`src/rtl/rx_timer_ctrl.sv`:
```
// rx_timer_ctrl: sequences a shared flex_counter through start, data and stop bits of one serial frame
//   clk, n_rst           clock and asynchronous active-low reset
//   start                start-edge pulse, accepted only when idle
//   serial_in            synchronized serial line
//   abort                synchronous abort, overrides all other inputs
//   cnt_rollover_flag    counter rollover flag
//   cnt_clear/enable     counter clear and count enable
//   cnt_rollover_val     counter rollover value for the current phase
//   bit_strobe/bit_index sample strobe and index of the current data bit
//   busy                 high whenever a frame is in progress
//   false_start          start bit not low at its midpoint
//   frame_done           frame finished
//   frame_error          stop-bit error, held until the next accepted start
module rx_timer_ctrl #(
    parameter int NUM_CNT_BITS = 4,
    parameter int BIT_PERIOD   = 10,
    parameter int DATA_BITS    = 8
) (
    input  logic                    clk,
    input  logic                    n_rst,
    input  logic                    start,
    input  logic                    serial_in,
    input  logic                    abort,
    input  logic                    cnt_rollover_flag,
    output logic                    cnt_clear,
    output logic                    cnt_enable,
    output logic [NUM_CNT_BITS-1:0] cnt_rollover_val,
    output logic                    bit_strobe,
    output logic [3:0]              bit_index,
    output logic                    busy,
    output logic                    false_start,
    output logic                    frame_done,
    output logic                    frame_error
);
    localparam logic [NUM_CNT_BITS-1:0] B_VAL = NUM_CNT_BITS'(BIT_PERIOD);
    localparam logic [NUM_CNT_BITS-1:0] H_VAL = NUM_CNT_BITS'(BIT_PERIOD >> 1);
    localparam logic [3:0]              LAST  = 4'(DATA_BITS - 1);

    typedef enum logic [2:0] {IDLE, CLR_HALF, HALF, CLR_BIT, BITS, STOP, DONE} state_t;

    state_t     state_q, state_d;
    logic [3:0] bit_index_q, bit_index_d;
    logic       frame_error_q, frame_error_d;

    always_comb begin
        state_d          = state_q;
        bit_index_d      = bit_index_q;
        frame_error_d    = frame_error_q;
        cnt_clear        = state_q inside {CLR_HALF, CLR_BIT, DONE};
        cnt_enable       = state_q inside {HALF, BITS, STOP};
        cnt_rollover_val = (state_q == CLR_HALF || state_q == HALF) ? H_VAL : B_VAL;
        bit_strobe       = 1'b0;
        false_start      = 1'b0;
        frame_done       = 1'b0;
        if (abort) begin
            // Parking the counter in clear lets the next frame start from a known count
            cnt_clear  = 1'b1;
            cnt_enable = 1'b0;
            state_d    = IDLE;
        end else begin
            case (state_q)
                IDLE: if (start) begin
                    state_d       = CLR_HALF;
                    frame_error_d = 1'b0;
                    bit_index_d   = '0;
                end
                CLR_HALF: state_d = HALF;
                HALF: if (cnt_rollover_flag) begin
                    false_start = serial_in;
                    state_d     = serial_in ? IDLE : CLR_BIT;
                end
                CLR_BIT: begin
                    state_d     = BITS;
                    bit_index_d = '0;
                end
                BITS: if (cnt_rollover_flag) begin
                    bit_strobe  = 1'b1;
                    state_d     = (bit_index_q == LAST) ? STOP : BITS;
                    bit_index_d = (bit_index_q == LAST) ? bit_index_q : bit_index_q + 4'd1;
                end
                STOP: if (cnt_rollover_flag) begin
                    frame_error_d = !serial_in;
                    state_d       = DONE;
                end
                DONE: begin
                    frame_done = 1'b1;
                    state_d    = IDLE;
                end
                default: state_d = IDLE;
            endcase
        end
    end

    always_ff @(posedge clk or negedge n_rst) begin
        if (!n_rst) begin
            state_q       <= IDLE;
            bit_index_q   <= '0;
            frame_error_q <= 1'b0;
        end else begin
            state_q       <= state_d;
            bit_index_q   <= bit_index_d;
            frame_error_q <= frame_error_d;
        end
    end

    assign busy        = state_q != IDLE;
    assign bit_index   = bit_index_q;
    assign frame_error = frame_error_q;
endmodule

```
`config.mk`:
```
export PLATFORM = sky130hd
export DESIGN_NAME = rx_timer_ctrl
export DESIGN_NICKNAME = d
export VERILOG_FILES = /design/src/rtl/rx_timer_ctrl.sv
export SDC_FILE = /design/constraint.sdc
export NUM_CORES = 1
export LEC_CHECK = 0
export ABC_CLOCK_PERIOD_IN_PS = 2400
export CAP_MARGIN = 20
export CELL_PAD_IN_SITES_DETAIL_PLACEMENT = 1
export CELL_PAD_IN_SITES_GLOBAL_PLACEMENT = 1
export CORE_MARGIN = 2
export CORE_UTILIZATION = 31
export DETAILED_ROUTE_END_ITERATION = 8
export PLACE_DENSITY = 0.8
export SLEW_MARGIN = 10
export SYNTH_ARGS = -nofsm -noshare
export SYNTH_HDL_FRONTEND = slang
export SYNTH_SLANG_ARGS = --single-unit
```
`constraint.sdc`:
```
create_clock -name clk -period 2.4 [get_ports clk]
set_clock_uncertainty 0.15 [all_clocks]
set_input_delay 0.48 -clock clk [delete_from_list [all_inputs] [get_ports clk]]
set_output_delay 0.48 -clock clk [all_outputs]
set_load 0.03 [all_outputs]
```
Word-level counts from Yosys, hierarchy flattened
Index checks and enable logic that the tools add are counted.
W data, S select, Z words.
- ROM bits: 0
- register bits: 8
- memory bits (writable): 0
- latch bits: 0
- memories: 0
- output and inout port bits: 15
- $mul: 0
- shift-type cells: 0
- div/mod/pow operators: 0
- reductions and logical operators: 11
- equal/unequal tests: 15
- multiplexer cells: 26
- $lt $le $gt $ge: 0
- add/sub/neg operators: 1
- bitwise operators: 1
- operators by type and width (operator ; count):
    $pmux W3 S6 ; 1
    $mux W4 ; 4
    $mux W3 ; 5
    $mux W1 ; 13
    $ne A3 B3 Y1 const B ; 4
    $pmux W4 S3 ; 1
    $reduce_bool A3 Y1 ; 4
    $eq A3 B3 Y1 const B ; 3
    $ne A2 B2 Y1 const B ; 4
    $reduce_and A4 Y1 ; 2
    $eq A3 B2 Y1 const B ; 2
    $reduce_and A5 Y1 ; 1
    $add A4 B1 Y4 const B ; 1
    $eq A4 B3 Y1 const B ; 1
    $eq A3 B1 Y1 const B ; 1
    $logic_not A3 Y1 ; 1
    $mux W2 ; 1
    $pmux W1 S2 ; 1
    $reduce_bool A2 Y1 ; 1
    $logic_not A1 Y1 ; 1
    $logic_or A1 B1 Y1 ; 1
    $not A1 Y1 ; 1

Logic depth before layout (Yosys ltp)
Gate-level depths: netlist (run 1).
- depth in word-level cells: 5
- mapped depth: 5

Least setup slack after synthesis (run 1)
OpenSTA, ideal clock, no wires.
- path type: register to output
- start point: register state_q[1]
- end point: output port cnt_rollover_val[3]
- slack: -0.166 ns
- required time: 1.770 ns
- arrival: 1.936 ns
- cell stages (with the launch flop): 6
- cells stage by stage: dfrtp_1 clkbuf_1 nand2b_1 a21oi_1 inv_1 buf_4
- word-level cells in the longest chain between the ends: 3
- ends and longest elaborated chain (element ; line ; text):
    start, declared ; 41 ; state_t state_q, state_d;
    start signal, assigned ; 100 ; state_q <= state_d;
    $eq A3 B1 Y1 or $eq A3 B2 Y1 (tied branches) ; 51 ; cnt_rollover_val = (state_q == CLR_HALF || state_q == HALF) ? H_VAL : B_VAL;
    $logic_or A1 B1 Y1 * ; 51 ;
    $mux W4 * ; 51 ;
    end, declared ; 27 ; output logic [NUM_CNT_BITS-1:0] cnt_rollover_val,
Mark *: on every way between the ends. The rest lies on a longest branch, timed or not.

Final worst setup path (run 1)
- start point: register state_q[0]
- end point: output port bit_strobe
- word-level cells in the longest chain between the ends: 3
- ends and longest elaborated chain (element ; line ; text):
    $eq A3 B3 Y1 ; 61 ; case (state_q)
    $mux W1 ; 61 ;
    $mux W1 ; 55 ; if (abort) begin
    end, declared ; 28 ; output logic bit_strobe,
Every way passes these cells.

==> reports/qor.yml, run 1 <==
detailed_routing:
  drt_iter0_drc: 6
  drc_errors: 0
  firstDrtPassIters: 3
  viasPerCell: 4.93
  routedWlPerCell_um: 14.3
  drt_wl_total_um: 1760
  vias: 606
  route.antenna.remaining_nets: 0
die:
  die_area_um2: 2340
  die_w_um: 48.4
  initial_core_util_pct: 32.1
  row_count: 16
  core_um2: 1900
  pin_count: 21
  die_y_um: 48.4
yosys:
  yosys-top-cells-area: "dfrtp_1, nand2b_1, a21oi_1, nand2_1, a31oi_4"
  synth-compound-area-share_pct: 18.9
  synth_xor_xnor_area_share_pct: 0
  synth.avg_cell_area_um2: 8.48
  netlist_area_um2: 611
  synth_top_family_by_area: "simple AND/OR/NAND/NOR gates"
  ys_ff_latch: 8
  yosysSeqAreaShare_pct: 32.8
  synth_edf_count: 0
  synth_common_cells: "a21oi_1, dfrtp_1, nand2b_1"
  synth_mux_area_share_pct: 5.12
  yosysWarnings: 0
  ys_types: 29
  synth.top_cell.area_share_pct: 32.8
  synthArstFlopShare_pct: 100
  synth_fa_ha_area_share_pct: 2.05
  synthSimpleGateAreaFrac_pct: 35.0
  yosys.area.top_type: "dfrtp_1"
  synthFlopType: "dfrtp_1"
  syn_nets: 79
  synthCells: 72
clock_tree:
  cts_setup_buffers: 0
  clockRootBuffer: "clkbuf_4"
  htree_levels: 1
  cts_tree: "built"
  cts.clk_slew.worst_paths_ns: 0.06
  clkLatencyLatePin_ns: 0.26
  cts_buffers: 3
  cts_sinks: 8
  ctsHoldBuffers: 0
  cts_max_path_buffers: 2
timing:
  grt_setup_unrepaired: "no"
  setup_viol: 0
  max_slew_margin_pct: 61.6
  hold_viol: 0
  worst_pin_slew_ns: 0.571
  setup_ws_ns: 0.0743
  timing.fmax_ghz: 0.430
  final_max_slew_viol_count: 0
  timing.final.crit_share_pct: 96.9
  min_period_ns: 2.33
global_route:
  grt_pass1_wl_um: 3150
  grt.overflow.total: 0
  grt_max_degree: 13
  track_usage_pct: 17.3
  grt_pass1_vias: 658
  antenna_found_initial: 0
worst_setup_path:
  crit_path_end_kind: "output port"
  critPathMostFrequentCell: "buf_4"
  reg2reg_from: "state_q[2]"
  critPathCapture: "bit_strobe"
  worstSetupPathType: "reg2out"
  cp.required_ns: 1.77
  max_stage_delay_ns: 0.44
  crit_chain: "buf_4 > or3b_1 > nor3b_2 > buf_4"
  start_kind: "flip-flop"
  ff2ff_path_depth: 6
  critPathSlowestCell: "or3b_1"
  cp-startpoint: "state_q[0]"
  timing.rr.end: "bit_index[0]"
  r2r_slack_ns: 0.22
  crit_path_max_fanout: 12
  cp.arrival_ns: 1.70
power_and_ir_drop:
  p_per_area_nw_per_um2: 560
  ir_drop_mv: 0.312
  leakagePower_nw: 0.382
layout:
  nNetsFinal: 105
  finalInstanceArea_um2: 893
  drive_above_1_share_pct: 24.0
  syn2layout_area_growth_pct: 46.3
  antenna_cells: 0
placed_design:
  dp_hpwl_um: 1350
  port_buffers: 20
  pre_cts_ws_ns: -0.0345
  placed_area_um2: 861
  gp_congestion: 0.814
run_status:
  outcome: "finished, final reports clean"
run:
  drv_cap: 0
min_path:
  hold_path.class: "in2async"
==> cell type report <==
type,instances,area (um^2)
Fill cell,237,1010
Timing Repair Buffer,27,246
Clock buffer,3,22.5
Tap cell,27,33.8
Sequential cell,8,201
Inverter,2,7.51
Multi-Input combinational cell,56,382
==> what timing repair did <==
action | 4_1_cts | 5_1_grt
pin swaps | 0 | 1
endpoints found under the setup margin | 3 | 5
gates resized for setup | 3 | 5
==> routing by layer <==
layer,global-route usage (%),wire (um)
met1,23.0,789
met2,28.0,899
met3,4.63,58
met4,4.29,12
met5,0,0
==> cells by family after synthesis <==
kind of cell | after synthesis
AOI/OAI and AO/OA | 16
adders and majority gates | 1
buffers and inverters | 8
DFF | 8
muxes | 3
and+or+nand+nor | 36
==> where the power goes <==
| group | switching (mW) | internal, mW | leakage [nW] |
|---|---|---|---|
| Combinational | 0.142 | 0.101 | 0.260 |
| Sequential | 0.00759 | 0.142 | 0.109 |
| Clock | 0.0504 | 0.0575 | 0.0138 |
==> cell usage in the layout (no fill, tap or decap), types with 3 or more instances in the layout <==
cell,Yosys,layout
nand2b_1,7,7
dfrtp_1,8,7
nand2_1,6,6
clkdlybuf4s50_1,0,10
a21oi_1,8,7
nor3_1,3,3
dlymetal6s2s_1,0,3
dlygate4sd2_1,0,3
nor2_1,5,5
clkbuf_4,0,3
buf_4,2,11
==> metrics by stage <==
stage | setup TNS (ns) | instances | power (mW) | utilization, % | hold WS (ns)
after floorplan | 0 | 72 | 0.316 | - | 0.0344
after global placement | -0.0233 | 120 | 0.398 | 45.3 | 0.355
after detailed placement | -0.0345 | 120 | 0.406 | 45.3 | 0.352
after CTS | 0 | 123 | 0.507 | 46.3 | 0.367
after global routing | 0 | 123 | 0.539 | 47.0 | 0.381
final | 0 | 123 | 0.500 | 47.0 | 0.361
==> worst min path at each step <==
stage	startpoint	cells after the start	slack [ns]	endpoint
3_3_place_gp	frame_error	1	0.36	frame_error
6_report	n_rst	1	0.36	bit_index[2]
4_1_cts	n_rst	1	0.37	bit_index[2]
5_1_grt	n_rst	1	0.38	bit_index[1]
2_1_floorplan	n_rst	0	0.03	bit_index[0]
3_5_place_dp	frame_error	1	0.35	frame_error
==> sequential cells by signal (all words and copies together), names as in the netlist <==
name and count:
bit_index 4, frame_error 1, state_q 3
==> worst max-delay path, delay by kind of cell (launching register included) <==
family / cells / cell delay [ns]
buffers and inverters: 2 / 0.37
DFF: 1 / 0.41
and+or+nand+nor: 2 / 0.65
No activity file was read; power rests on OpenSTA's default activity.
==> inputs of run 2 (changes only) <==
--- a/config.mk
+++ b/config.mk
@@ -13,6 +13,7 @@
 export CORE_UTILIZATION = 31
 export DETAILED_ROUTE_END_ITERATION = 8
 export PLACE_DENSITY = 0.8
+export SKIP_LAST_GASP = 1
 export SLEW_MARGIN = 10
 export SYNTH_ARGS = -nofsm -noshare
 export SYNTH_HDL_FRONTEND = slang
==> results of run 2 <==
Same layout as run 1: the final DEF is identical, and so are final timing and power.
==> inputs of run 3 (changes only) <==
--- a/config.mk
+++ b/config.mk
@@ -12,6 +12,8 @@
 export CORE_MARGIN = 2
 export CORE_UTILIZATION = 31
 export DETAILED_ROUTE_END_ITERATION = 8
+export GPL_ROUTABILITY_DRIVEN = 0
+export GPL_TIMING_DRIVEN = 1
 export PLACE_DENSITY = 0.8
 export SKIP_LAST_GASP = 1
 export SLEW_MARGIN = 10
==> results of run 3 <==
Same layout as run 1: the final DEF is identical, and so are final timing and power.
